===== config.mk =====
export PLATFORM = sky130hd
export DESIGN_NAME = us_rd_resp_egress_buf
export DESIGN_NICKNAME = d
export VERILOG_FILES = /design/src/rtl/vector_cache_pkg.sv /design/src/rtl/vc_sync_fifo.sv /design/src/rtl/us_rd_resp_egress_buf.sv
export SDC_FILE = /design/constraint.sdc
export NUM_CORES = 1
export LEC_CHECK = 0
export BUFFER_PORTS_ARGS = -buffer_cell sky130_fd_sc_hd__buf_2
export CORE_ASPECT_RATIO = 1.4
export CORE_UTILIZATION = 40
export CTS_CLUSTER_DIAMETER = 120
export DETAILED_ROUTE_END_ITERATION = 8
export GPL_ROUTABILITY_DRIVEN = 0
export PLACE_DENSITY = 0.57
export REMOVE_ABC_BUFFERS = 1
export SYNTH_ARGS = -nofsm -noshare
export SYNTH_HDL_FRONTEND = slang
export SYNTH_HIERARCHICAL = 1
export SYNTH_SLANG_ARGS = --single-unit

===== constraint.sdc =====
create_clock -name clk -period 10.8 [get_ports clk]
set_clock_uncertainty 0.1 [all_clocks]
set_input_delay 2.16 -clock clk [delete_from_list [all_inputs] [get_ports clk]]
set_output_delay 2.16 -clock clk [all_outputs]
set_load 0.02 [all_outputs]

===== src/rtl/vector_cache_pkg.sv =====
// Shared types and sizing for the vector cache read path.
// Holds the upstream data payload, the master count and the read-response buffer depth.
package vector_cache_pkg;

    localparam int N                 = 8;
    localparam int MID_W             = $clog2(N);
    localparam int RD_RESP_BUF_DEPTH = 4;

    typedef struct packed {
        logic [MID_W-1:0] master_id;
        logic [4:0]       tag;
    } txnid_t;

    typedef struct packed {
        txnid_t      txnid;
        logic [31:0] data;
    } us_data_pld_t;

endpackage


===== src/rtl/vc_sync_fifo.sv =====
// Synchronous FIFO with wrap-bit pointers and a registered read port.
// The caller qualifies push/pop: pop only when not empty, push only when not full or
// when popping in the same cycle. The output register always holds the entry at the
// head pointer, forwarding the write data when a push lands directly on the new head.
module vc_sync_fifo #(
    parameter int WIDTH = 8,
    parameter int DEPTH = 4
) (
    input  logic                     clk,
    input  logic                     rst,
    input  logic                     push,
    input  logic [WIDTH-1:0]         wdata,
    input  logic                     pop,
    output logic [WIDTH-1:0]         rdata,
    output logic                     full,
    output logic                     empty,
    output logic [$clog2(DEPTH):0]   count
);

    localparam int AW = $clog2(DEPTH);

    logic [AW:0]      wr_ptr;
    logic [AW:0]      rd_ptr;
    logic [AW:0]      wr_ptr_nxt;
    logic [AW:0]      rd_ptr_nxt;
    logic [WIDTH-1:0] mem [DEPTH];

    assign full  = (wr_ptr[AW] != rd_ptr[AW]) && (wr_ptr[AW-1:0] == rd_ptr[AW-1:0]);
    assign empty = (wr_ptr == rd_ptr);
    assign count = wr_ptr - rd_ptr;

    // Next pointer values; the extra MSB wraps naturally on overflow of the add.
    always_comb begin
        wr_ptr_nxt = wr_ptr + {{AW{1'b0}}, push};
        rd_ptr_nxt = rd_ptr + {{AW{1'b0}}, pop};
    end

    // Pointer registers; reset discards any buffered contents.
    always_ff @(posedge clk or posedge rst) begin
        if (rst) begin
            wr_ptr <= '0;
            rd_ptr <= '0;
        end else begin
            wr_ptr <= wr_ptr_nxt;
            rd_ptr <= rd_ptr_nxt;
        end
    end

    // Storage array write port; contents need no reset since empty masks them.
    always_ff @(posedge clk) begin
        if (push) begin
            mem[wr_ptr[AW-1:0]] <= wdata;
        end
    end

    // Registered head read; forward write data when the pushed slot becomes the head.
    always_ff @(posedge clk or posedge rst) begin
        if (rst) begin
            rdata <= '0;
        end else if (push && (wr_ptr[AW-1:0] == rd_ptr_nxt[AW-1:0])) begin
            rdata <= wdata;
        end else begin
            rdata <= mem[rd_ptr_nxt[AW-1:0]];
        end
    end

endmodule


===== src/rtl/us_rd_resp_egress_buf.sv =====
// Per-master read-response egress buffer sitting behind the read-data decode crossbar.
// The decode lane cannot be stalled, so every beat lands in a FIFO that is drained towards
// the master with valid/ready; each dequeue returns one credit to the read issuer.
module us_rd_resp_egress_buf
    import vector_cache_pkg::*;
#(
    parameter int DEPTH         = RD_RESP_BUF_DEPTH,
    parameter int MASTER_ID     = 0,
    parameter bit OVF_ASSERT_EN = 1'b1
) (
    input  logic                     clk,
    input  logic                     rst,
    input  logic                     in_vld,
    input  us_data_pld_t             in_pld,
    output logic                     us_rvalid,
    output us_data_pld_t             us_rpld,
    input  logic                     us_rready,
    output logic                     credit_rtn,
    output logic [$clog2(DEPTH):0]   occupancy,
    output logic                     err_overflow,
    output logic                     err_misroute
);

    localparam int               PW    = $bits(us_data_pld_t);
    localparam logic [MID_W-1:0] MY_ID = MID_W'(MASTER_ID);

    logic          full;
    logic          empty;
    logic          push;
    logic          pop;
    logic [PW-1:0] fifo_rdata;

    // A pop in the same cycle frees the slot a push into a full FIFO needs.
    assign us_rvalid = !empty;
    assign pop       = us_rvalid && us_rready;
    assign push      = in_vld && (!full || pop);
    assign us_rpld   = us_data_pld_t'(fifo_rdata);

    vc_sync_fifo #(
        .WIDTH (PW),
        .DEPTH (DEPTH)
    ) u_fifo (
        .clk   (clk),
        .rst   (rst),
        .push  (push),
        .wdata (in_pld),
        .pop   (pop),
        .rdata (fifo_rdata),
        .full  (full),
        .empty (empty),
        .count (occupancy)
    );

    // Credit pulse one cycle after each dequeue, plus sticky error flags cleared only by reset.
    always_ff @(posedge clk or posedge rst) begin
        if (rst) begin
            credit_rtn   <= 1'b0;
            err_overflow <= 1'b0;
            err_misroute <= 1'b0;
        end else begin
            credit_rtn <= pop;
            if (in_vld && full && !pop) begin
                err_overflow <= 1'b1;
            end
            if (in_vld && (in_pld.txnid.master_id != MY_ID)) begin
                err_misroute <= 1'b1;
            end
        end
    end

    // A beat arriving with no room means the issuer's credit accounting is broken.
    // Benches that provoke overflow on purpose turn this off through OVF_ASSERT_EN.
    ovf_check_a: assert property (@(posedge clk) disable iff (rst || !OVF_ASSERT_EN)
        !(in_vld && full && !pop))
        else $error("us_rd_resp_egress_buf: beat arrived while full");

endmodule


Word-level counts from Yosys, hierarchy flattened

Memory sizes are Yosys's and may differ from the RTL's. A register that Yosys moved wholly into a read port is not among the register bits.
Index checks and enable logic that the tools add are counted.

Add/subtract/negate cells: 3
Equality and inequality tests: 3
Muxes and demuxes: 2
Reductions and logical operators: 11

Operator list:

| cell                | number |
|---|---|
| $add A3 B1 Y3       | 2 |
| $logic_and A1 B1 Y1 | 6 |
| $eq A3 B3 Y1        | 1 |
| $logic_not A1 Y1    | 3 |
| $reduce_bool A3 Y1  | 1 |
| $sub A3 B3 Y3       | 1 |
| $eq A2 B2 Y1        | 1 |
| $mux W1             | 2 |
| $logic_or A1 B1 Y1  | 1 |
| $ne A1 B1 Y1        | 1 |

Bits in registers: 9
Bits in writable memories: 160
Bits of input ports: 44
Output and inout port bits: 47
Word-level logic and storage cells: 25
Memories: 1

Memory list:

| name       | words | bits a word | read ports | clocked after memory_dff | write ports | RTL line           | source |
|---|---|---|---|---|---|---|---|
| u_fifo.mem | 4     | 40          | 1          | 1                        | 1           | vc_sync_fifo.sv:26 | `logic [WIDTH-1:0] mem [DEPTH];` |

Longest topological paths before layout

Gate-level depths: netlist (run 1).

Depth in word-level cells: 7
Depth in mapped cells: 13
Gate-level depth less buffers: 11

Cells and area by module

The synthesis (run 1) kept the hierarchy.

Modules (own cells, without submodules):

| module                | times used | cells each | area an instance (sq um) | seq. area each (sq um) |
|---|---|---|---|---|
| vc_sync_fifo          | 1          | 327        | 7,616.1                  | 5,955.7 |
| us_rd_resp_egress_buf | 1          | 12         | 130.1                    | 75.1 |

Least setup slack after synthesis (run 1)

OpenSTA, ideal clock, no wires.

Path kind: input to register
Start point: in us_rready
End point: mem u_fifo/mem[0][0] (netlist name), enable pin
Library setup time: 496 ps
Arrival: 5,617 ps
Required time: 10,204 ps
Slack: 4,587 ps
Stages: 3
Buffers on the path: 0
Cells stage by stage: nand2b_4 -> a21boi_0 -> nor3b_1

Longest elaborated chain between the ends: 5

Ends and longest elaborated chain:

| item                          | RTL line                    | source |
|---|---|---|
| from (decl)                   | us_rd_resp_egress_buf.sv:17 | `input logic us_rready,` |
| $logic_and A1 B1 Y1           | us_rd_resp_egress_buf.sv:35 | `assign pop = us_rvalid && us_rready;` |
| $logic_or A1 B1 Y1            | us_rd_resp_egress_buf.sv:36 | `assign push = in_vld && (!full \|\| pop);` |
| $logic_and A1 B1 Y1           | us_rd_resp_egress_buf.sv:36 |  |
| named net push                | us_rd_resp_egress_buf.sv:29 | `logic push;` |
| $mux W1                       | vc_sync_fifo.sv:51          | `if (push) begin` |
| $mux W1 (not written as such) | vc_sync_fifo.sv:52          | `mem[wr_ptr[AW-1:0]] <= wdata;` |
| to (decl)                     | vc_sync_fifo.sv:26          |  |

The timed path passes the listed nets, and every way through them passes these cells.

Final worst setup path (run 1)

Start point: in us_rready
End point: reg u_fifo.rdata[25] (read register of u_fifo.mem)

Longest elaborated chain between the ends: 2

Ends and longest elaborated chain:

| item                           | RTL line                    | source |
|---|---|---|
| $logic_and A1 B1 Y1            | us_rd_resp_egress_buf.sv:35 |  |
| named net pop                  | us_rd_resp_egress_buf.sv:30 | `logic pop;` |
| $add A3 B1 Y3                  | vc_sync_fifo.sv:35          | `rd_ptr_nxt = rd_ptr + {{AW{1'b0}}, pop};` |
| named net u_fifo.rd_ptr_nxt[1] | vc_sync_fifo.sv:25          | `logic [AW:0] rd_ptr_nxt;` |
| to (decl)                      | vc_sync_fifo.sv:14          | `output logic [WIDTH-1:0] rdata,` |

The timed path passes the listed nets, and every way through them passes these cells.
A chain may end at the register's enable or synchronous reset.

==> results of run 1 <==
## cells in the mapped netlist
cell	instances
a21boi_0	1
a31o_1	1
and3_1	2
buf_2	4
buf_6	5
clkbuf_1	4
clkbuf_2	1
dfrtp_1	49
edfxtp_1	160
fa_1	1
ha_1	6
inv_1	8
mux2_2	40
mux4_2	40
nand2_1	2
nand2b_4	1
nand3_1	1
nor2_1	4
nor2b_1	1
nor3b_1	1
nor4_1	1
xnor2_1	3
xor2_1	3
## flip-flops by register name, indices dropped and copies added, names as in the netlist
signal	flops
u_fifo/mem	160
u_fifo/rdata	40
u_fifo/rd_ptr	3
u_fifo/wr_ptr	3
credit_rtn	1
err_misroute	1
err_overflow	1
## final cells by class
type                            count  area share (%)
Antenna cell                        1          0.0274
Clock inverter                      3           0.439
Inverter                            8           0.329
Multi-Input combinational cell    108            17.8
Tap cell                          244            3.35
Timing Repair Buffer               97            5.51
Sequential cell                   209            66.1
Clock buffer                       32            6.43
## worst max-delay path by stage
stage                             to  slack, ps
floorplan           u_fifo/mem[0][0]       4590
global placement    u_fifo/rdata[18]       5590
detailed placement  u_fifo/rdata[25]       5550
CTS                 u_fifo/rdata[25]       6060
global route        u_fifo/rdata[37]       5950
finish              u_fifo/rdata[25]       6130
## critical path, cell delays in order
cell	delay, ps
buf_2	110
nand2b_4	60
inv_1	70
ha_4	160
ha_2	300
buf_4	540
xnor2_1	210
nand3_2	510
buf_4	480
mux2_2	320
## report_power, final
group	total (mW)	switching (mW)	internal (mW)
clock network	0.668	0.272	0.395
registers	1.19	0.0677	1.12
logic	1.19	0.610	0.579
total	3.04	0.950	2.09
## layer usage
layer	track usage [%]	wire length [um]
met5	0	10
met4	4.89	286
met3	3.18	660
met2	25.4	7200
met1	19.2	5980
## logic make-up after synthesis
group | Yosys count | share of synthesized area, %
flip-flops | 209 | 77.9
multiplexers | 80 | 17.4
buffers and inverters | 22 | 1.63
AND/OR/NAND/NOR | 13 | 0.953
adder cells (fa/ha/maj) | 7 | 1.23
XOR/XNOR | 6 | 0.679
AO/OA/AOI/OAI | 2 | 0.210
## cells in the final DEF, fill, tap and decap left out, drive strengths merged
cell	count
edfxtp	160
buf	97
dfrtp	49
mux4	40
mux2	40
clkbuf	32
inv	8
ha	6
nor2	4
xnor2	3
xor2	3
clkinv	2
nand2	2
and3	2
diode	1
nor4	1
nand2b	1
a31o	1
a21boi	1
bufinv	1
nand3	1
nor3b	1
nor2b	1
fa	1
==> qor.yml, run 1 <==
clock_tree:
  cts_tree: "done"
  cts_inserted_buffers: 20
  cts_buffer_depth: 3
  clock-sinks: 209
  cts.clk_slew.worst_paths_ps: 60
  ctsResizeCount: 0
  cts.htree.levels: 1
  postCtsSetupBuffers: 0
  insertion_delay_ps: 490
  cts_hold_buf: 0
  cts_root_buf: "clkbuf_16"
timing:
  fmax_mhz: 214
  setup_viol: 0
  layout_setup_ws_ps: 6130
  period_needed_ps: 4670
  rsz0062_at_grt: "no"
  fin_crit_sh_pct: 43.2
  worst_slew_pin_slew_ps: 871
  hold_viol_final: 0
  max_slew_margin_pct: 42.0
  hold_ws_ps: 388
  maxSlewViolCount: 0
  finalSetupTns_ps: 0
outcome:
  status: "completed"
global_routing:
  overflow: 0
  grt_pass1_vias: 3937
  grt_pass1_wl_um: 22500
  antenna_found_initial: 2
  grt_start_max_net_pins: 47
  grtUsageTotal_pct: 15.0
setup_path:
  setup.worst_path.start_class: "input pin"
  crit_type: "input pin to flop"
  worstSetupEndpointType: "flop"
  crit_fanout: 42
  reg2reg_depth: 12
  arrival_ps: 4940
  critPathRequiredTime_ps: 11070
  reg2reg_to: "u_fifo/rdata[25]"
  crit_start: "us_rready"
  rrSetupSlack_ps: 6770
  timing.rr.start: "u_fifo/wr_ptr[1]"
final_layout:
  final-seq-area_um2: 6030
  fin_nets: 495
  n_fill_cell: 1589
  synthToLayoutAreaGrowth_pct: 17.8
  multiInputGateArea_um2: 1620
  drive_above_1_share_pct: 46.4
  fin_util_pct: 48.7
  finalNonFillerCells: 702
  finalInstanceArea_um2: 9120
yosys:
  ys_ff_latch: 209
  synth_top_area_share_pct: 62.0
  synth_area_per_cell_um2: 22.9
  ys_seq_area_share_pct: 77.9
  yosys_warnings: 6
  netlist_instances: 339
  yosysUniqueCellTypes: 23
  synth_top_area_cell: "edfxtp_1"
  synthesis.area_um2: 7750
  synth_area_leaders: "edfxtp_1 (62%), dfrtp_1 (16%), mux4_2 (12%), mux2_2 (5.8%), ha_1 (0.97%)"
floorplanning:
  dieWidth_um: 120
  die-area_um2: 19900
  die_y_um: 167
  start_util_pct: 41.3
  core_um2: 18800
  io-pin-count: 91
  rows: 59
detailed_routing:
  routed_via_density: 4.99
  drt-initial-drc-count: 172
  drt-wirelength-per-cell_um: 20.1
  antenna_left: 0
  drc: 0
  num_vias: 3502
  firstDrtPassIters: 4
  routed_wl_um: 14100
hold_path:
  min_from: "err_overflow"
  min_path_cells: 1
  hold_end: "err_overflow"
  hp-class: "flop to flop"
placement:
  dp_cells: 666
  place_ws_ps: 5550
  dpl_cell_area_um2: 8490
  port_buffers: 90
  place_hpwl_um: 8110
run:
  drv_cap: 0
power_and_ir_drop:
  p_per_area_nw_per_um2: 334
  max-vdd-ir-drop_mv: 0.183
  total_power_mw: 3.04
  p_leak_nw: 3.30
(Power assumes the default switching activity.)
==> run 2, diff against run 1 <==
- PLACE_DENSITY: 0.57 -> 0.6
- clock period: 10.8 -> 4.15 ns (I/O delays scaled with it)
==> qor.yml, run 2 (synthesis gave the netlist of run 1 again) <==
detailed_routing:
  drt-initial-drc-count: 174  # was 172
  drc: 0  # unchanged
  num_vias: 3569  # was 3502
  drt-wirelength-per-cell_um: 20.2  # was 20.1 um
  firstDrtPassIters: 4  # unchanged
  routed_via_density: 5.07  # was 4.99
  routed_wl_um: 14200  # was 14100 um
  antenna_left: 0  # unchanged
final_layout:
  largest_reg_flops: 160  # unchanged
  layout_common_cells: "edfxtp_1 (160), buf_2 (90), dfrtp_1 (49)"  # unchanged
  finalNonFillerCells: 704  # was 702
  drive_above_1_share_pct: 47.0  # was 46.4%
  final_common_cell: "edfxtp_1"  # unchanged
  antenna_cells: 0  # was 1
  synthToLayoutAreaGrowth_pct: 18.4  # was 17.8%
  fin_util_pct: 48.9  # was 48.7%
  fin_nets: 499  # was 495
  n_fill_cell: 1576  # was 1589
timing:
  worst_slew_pin_slew_ps: 699  # was 871 ps
  rsz0062_at_grt: "no"  # unchanged
  fin_crit_sh_pct: 80.7
  fmax_mhz: 299
  period_needed_ps: 3350
  maxSlewViolCount: 0  # unchanged
  hold_viol_final: 0  # unchanged
  setup_viol: 0  # unchanged
  max_slew_margin_pct: 53.0  # was 42.0%
clock_tree:
  cts_buffer_depth: 3  # unchanged
  postCtsSetupBuffers: 0  # unchanged
  cts.clk_slew.worst_paths_ps: 60  # about the same
  cts.htree.levels: 1  # unchanged
  insertion_delay_ps: 470  # was 490 ps
  cts_hold_buf: 0  # unchanged
  cts_inserted_buffers: 19  # was 20
  ctsResizeCount: 0  # unchanged
  clock-sinks: 209  # unchanged
  cts_root_buf: "clkbuf_16"  # unchanged
  cts_tree: "done"  # unchanged
setup_path:
  slowest_stage: "ha_2"  # was buf_4
  crit_type: "flop to flop"  # was input pin to flop
  arrival_ps: 3600  # was 4940 ps
  crit_fanout: 21  # was 42
  cp_common_cell: "inv_1"  # was buf_4
  path_cells: "inv_1 -> ha_1 -> nand2_1 -> nor2_1 -> nand2b_4 -> inv_1 -> ha_4 -> ha_2 -> xnor2_1 -> nand3_2 -> buf_4 -> mux2_2"  # was buf_2 -> nand2b_4 -> inv_1 -> ha_4 -> ha_2 -> buf_4 -> xnor2_1 -> nand3_2 -> buf_4 -> mux2_2
  critPathRequiredTime_ps: 4400  # was 11070 ps
  cp_top_family: "adder cells"  # was buffers and inverters
  critPathBufInv: 3  # was 4
  setup.worst_path.start_class: "flop"  # was input pin
  cpPeakStageDelay_ps: 660  # was 540 ps
  worstSetupEndpointType: "flop"  # unchanged
placement:
  place_hpwl_um: 8750  # was 8110 um
  port_buffers: 90  # unchanged
  dp_cells: 671  # was 666
power_and_ir_drop:
  clock_power_share_pct: 21.6  # was 21.9%
  power_frac_seq_pct: 38.4  # was 39.0%
  max-vdd-ir-drop_mv: 0.482  # was 0.183 mV
  p_per_area_nw_per_um2: 875  # was 334 nW/um^2
  p_int_mw: 5.53  # was 2.09 mW
  combPwrFrac_pct: 40.0  # was 39.1%
  netSwitchingPower_mw: 2.49  # was 950 uW
  p_leak_nw: 3.32  # was 3.30 nW
  total_power_mw: 8.02  # was 3.04 mW
  sw_frac_of_total_pct: 31.0  # was 31.2%
floorplanning:
  start_util_pct: 41.3  # unchanged
  die-area_um2: 19900  # unchanged
  die_y_um: 167  # unchanged
  dieWidth_um: 120  # unchanged
  rows: 59  # unchanged
  core_um2: 18800  # unchanged
  io-pin-count: 91  # unchanged
outcome:
  status: "completed"  # unchanged
run:
  drv_cap: 0  # unchanged
global_routing:
  grt_pass1_vias: 3942  # was 3937
  grtUsageTotal_pct: 14.9  # was 15.0%
  grt_pass1_wl_um: 22400  # was 22500 um
  overflow: 0  # unchanged
  grt_start_max_net_pins: 41  # was 47
  antenna_found_initial: 0  # was 2
hold_path:
  hp-class: "input pin to async pin"  # was flop to flop
[run 2: cell count changes in the layout (fill, tap and decap cells not counted), sizes merged]
cell	delta
diode	-1
buf	+5
bufinv	+2
clkinv	+2
clkbuf	-7
clkinvlp	+1
[run 2: metal layers]
layer  vias to the layer above  part of all wire (%)  GRT usage, %
met3                        22                   4.0          2.47
met2                        78                    54          26.6
li1                       1572                     -             -
met1                      1897                    40          18.2
met5                         -                     0             0
met4                         0                   2.4          5.33
[run 2: through the flow]
step                hold WS (ps)  worst slack (ps)  setup TNS, ps  instance area [um^2]
floorplan                    358              -883         -59640                  7650
global placement             366               871              0                  8560
detailed placement           363               811              0                  8560
CTS                          109               778              0                  9170
global route                 122               628              0                  9170
finish                       127               801              0                  9170
[run 2: power groups by stage]
stage	sequential [mW]	combinational [mW]	clock, mW
after floorplan	3.36	2.08	0
after global placement	3.11	3.25	0
after detailed placement	3.13	3.27	0
after CTS	3.09	3.29	1.78
after global routing	3.13	3.46	1.86
final	3.08	3.21	1.73
[run 2: worst reg2reg max path: cells and delay by family (launching register included)]
| kind | cells | cell delay (ps) |
|---|---|---|
| adder cells (fa/ha/maj) | 3 | 1130 |
| buffers and inverters | 3 | 490 |
| AND/OR/NAND/NOR | 4 | 490 |
| flip-flops | 1 | 460 |
| multiplexers | 1 | 390 |
| XOR/XNOR | 1 | 170 |
[run 2: path summary, 6_finish.rpt]
kind                                  start          endpoint  slack [ps]  depth (start not counted)
hold reg to reg                err_overflow      err_overflow         370                          1
min in group clk               err_overflow      err_overflow         370                          1
max in group asynchronous               rst  u_fifo/rdata[14]        2840                          3
setup / recovery           u_fifo/wr_ptr[0]  u_fifo/rdata[18]         800                         12
setup reg to reg           u_fifo/wr_ptr[0]  u_fifo/rdata[18]         800                         12
hold / removal                          rst      err_misroute         130                          2
[run 2: area by class of cell]
class | count | area, um^2 | share of cell area (%)
multi-input combinational | 108 | 1620 | 17.7
clock buffer | 25 | 498 | 5.43
inverter | 8 | 30.0 | 0.328
timing repair buffer | 102 | 566 | 6.17
tap | 244 | 305 | 3.33
sequential | 209 | 6030 | 65.8
clock inverter | 8 | 115 | 1.26
==> run 3, diff against run 2 <==
- ABC_AREA: default -> 1
- PLACE_DENSITY: 0.6 -> 0.59
- clock period: 4.15 -> 2.7 ns (I/O delays scaled with it)
==> qor.yml, run 3 <==
floorplanning:
  io-pin-count: 91  # unchanged
  start_util_pct: 40.7  # was 41.3%
  rows: 64  # was 59
  core_um2: 21800  # was 18800 um^2
  dieWidth_um: 128  # was 120 um
  die_y_um: 178  # was 167 um
  die-area_um2: 22800  # was 19900 um^2
final_layout:
  fin_nets: 1015  # was 499
  n_fill_cell: 2037  # was 1576
  layout_common_cells: "nand2_1 (289), inv_1 (171), edfxtp_1 (160)"  # was edfxtp_1 (160), buf_2 (90), dfrtp_1 (49)
  final_common_cell: "nand2_1"  # was edfxtp_1
  synthToLayoutAreaGrowth_pct: 19.2  # was 18.4%
  largest_reg_flops: 160  # unchanged
  antenna_cells: 0  # unchanged
  finalInstanceArea_um2: 10600  # was 9170 um^2
  finalNonFillerCells: 1276  # was 704
  drive_above_1_share_pct: 17.2  # was 47.0%
detailed_routing:
  num_vias: 5834  # was 3569
  drt-initial-drc-count: 342  # was 174
  drt-wirelength-per-cell_um: 14.9  # was 20.2 um
  drc: 0  # unchanged
  routed_wl_um: 19000  # was 14200 um
  firstDrtPassIters: 4  # unchanged
  antenna_left: 0  # unchanged
  routed_via_density: 4.57  # was 5.07
power_and_ir_drop:
  p_per_area_nw_per_um2: 1380  # was 875 nW/um^2
  p_int_mw: 8.52  # was 5.53 mW
  sw_frac_of_total_pct: 41.6  # was 31.0%
  combPwrFrac_pct: 47.8  # was 40.0%
  netSwitchingPower_mw: 6.06  # was 2.49 mW
  max-vdd-ir-drop_mv: 0.982  # was 0.482 mV
  p_leak_nw: 5.02  # was 3.32 nW
  clock_power_share_pct: 20.0  # was 21.6%
  power_frac_seq_pct: 32.3  # was 38.4%
yosys:
  synthesis.area_um2: 8860  # was 7750 um^2
  ys_ff_latch: 209  # unchanged
  yosysUniqueCellTypes: 23  # unchanged
  netlist_instances: 858  # was 339
  synth_area_leaders: "edfxtp_1 (54%), dfrtp_1 (14%), nand2_1 (12%), inv_1 (7.3%), nand3_1 (6.8%)"  # was edfxtp_1 (62%), dfrtp_1 (16%), mux4_2 (12%), mux2_2 (5.8%), ha_1 (0.97%)
  synthTopCellsByCount: "nand2_1 (289), inv_1 (172), edfxtp_1 (160)"  # was edfxtp_1 (160), dfrtp_1 (49), mux2_2 (40), mux4_2 (40), inv_1 (8)
  synth_area_per_cell_um2: 10.3  # was 22.9 um^2
  synth_top_area_cell: "edfxtp_1"  # unchanged
  synthArstFlopShare_pct: 23.4  # unchanged
  synth_edf_count: 160  # unchanged
  yosys_warnings: 6  # unchanged
  ys_seq_area_share_pct: 68.1  # was 77.9%
  synth_flop_cell: "edfxtp_1"  # unchanged
  synth_most_common_cell: "nand2_1"  # was edfxtp_1
  synth_top_area_share_pct: 54.2  # was 62.0%
clock_tree:
  clock-sinks: 209  # unchanged
  cts_buffer_depth: 3  # unchanged
  insertion_delay_ps: 490  # was 470 ps
  cts_inserted_buffers: 22  # was 19
  cts.clk_slew.worst_paths_ps: 60  # about the same
  cts_root_buf: "clkbuf_16"  # unchanged
  cts.htree.levels: 1  # unchanged
  cts_tree: "done"  # unchanged
timing:
  hold_viol_final: 0  # unchanged
  period_needed_ps: 2520  # was 3350 ps
  fin_crit_sh_pct: 93.5  # was 80.7%
  fmax_mhz: 396  # was 299 MHz
  setup_viol: 0  # unchanged
  worst_slew_pin_slew_ps: 602  # was 699 ps
  rsz0062_at_grt: "no"  # unchanged
  max_slew_margin_pct: 59.8  # was 53.0%
  maxSlewViolCount: 0  # unchanged
global_routing:
  grt_pass1_vias: 5805  # was 3942
  grt_start_max_net_pins: 49  # was 41
  grtUsageTotal_pct: 17.4  # was 14.9%
  grt_pass1_wl_um: 30200  # was 22400 um
  antenna_found_initial: 2  # was 0
  overflow: 0  # unchanged
placement:
  dp_cells: 1236  # was 671
  port_buffers: 90  # unchanged
  dpl_cell_area_um2: 9830  # was 8560 um^2
  place_hpwl_um: 11000  # was 8750 um
hold_path:
  hp-class: "input pin to flop"  # was input pin to async pin
  min_path_cells: 1
setup_path:
  setup.worst_path.start_class: "flop"  # unchanged
  crit_fanout: 40  # was 21
  reg2reg_depth: 13  # was 12
  arrival_ps: 2850  # was 3600 ps
  crit_type: "flop to flop"  # unchanged
  worstSetupEndpointType: "flop"  # unchanged
  critPathRequiredTime_ps: 3030  # was 4400 ps
outcome:
  status: "completed"  # unchanged
run:
  drv_cap: 0  # unchanged
==> run 3: changes by cell type in the layout (fill, tap and decap cells not counted), moves of 4 or more <==
cell / delta
clkbuf_16: +4
nor3_2: +4
clkbuf_8: +4
nand2_1: +287
mux2_2: -40
buf_4: +5
inv_2: +4
nand3_1: +120
inv_1: +164
mux4_2: -40
buf_12: +10
==> run 3: what timing repair did <==
item	in CTS	in global routing
hold buffers	1	0
hold endpoints to repair	3	0
buffers inserted	0	0
endpoints found under the setup margin	0	40
resized for setup	0	4
==> run 3: power groups by stage <==
stage	combinational, mW	clock (mW)	sequential [mW]
final	6.96	2.91	4.71
after global routing	7.83	3.11	4.78
after global placement	6.93	0	4.77
after floorplan	3.89	0	5.20
after detailed placement	7.01	0	4.78
after CTS	7.05	2.98	4.72
==> run 3: area by class of cell <==
class | count | area [um^2] | share of cell area, %
timing repair buffer | 120 | 838 | 7.94
multi-input combinational | 435 | 1960 | 18.5
tap | 297 | 372 | 3.52
clock inverter | 9 | 70.1 | 0.664
sequential | 209 | 6030 | 57.1
clock buffer | 30 | 632 | 5.98
inverter | 176 | 661 | 6.26
==> run 3: metal layers <==
metal  routed length [um]  global-route usage (%)
met1                 7920                    21.4
met2                 9710                    31.4
met3                  987                    2.70
met4                  331                    5.20
met5                   22                       0
==> run 3: kinds of logic after synthesis <==
| kind of cell | after synthesis | synth area share [%] |
|---|---|---|
| AND/OR/NAND/NOR | 422 | 19.9 |
| buffers and inverters | 214 | 10.4 |
| flip-flops | 209 | 68.1 |
| adder cells (fa/ha/maj) | 7 | 1.07 |
| XOR/XNOR | 4 | 0.396 |
| AO/OA/AOI/OAI | 2 | 0.184 |
==> run 3: per-stage QoR <==
stage	setup slack (ps)	utilization (%)	power (mW)	hold WS, ps	TNS (ps)
after floorplan	-2020	-	9.09	194	-379150
after global placement	114	45.1	11.7	338	0
after detailed placement	57.8	45.1	11.8	336	0
after CTS	46.0	48.4	14.7	163	0
after global routing	0.717	48.5	15.7	164	0
final	177	48.5	14.6	171	0
==> run 3: path summary, 6_finish.rpt <==
path | start | to | slack [ps]
setup / recovery | u_fifo/rd_ptr[0] | u_fifo/rdata[25] | 180
hold / removal | in_pld[20] | u_fifo/mem[2][20] | 170
setup reg to reg | u_fifo/rd_ptr[0] | u_fifo/rdata[25] | 180
hold reg to reg | err_misroute | err_misroute | 360
max in group asynchronous | rst | u_fifo/rdata[32] | 1360
min in group asynchronous | rst | err_overflow | 370
==> run 3: worst max-delay path, stage by stage, from the launching register on <==
cell      delay (ps)
dfrtp_1          410
ha_1             300
and3_1           180
inv_2             60
nand2_2           40
inv_1            110
ha_4             140
ha_2             290
inv_2             90
nand2_1           60
nand2_2           90
clkbuf_8         360
nand3_1          140
nand2_1           90
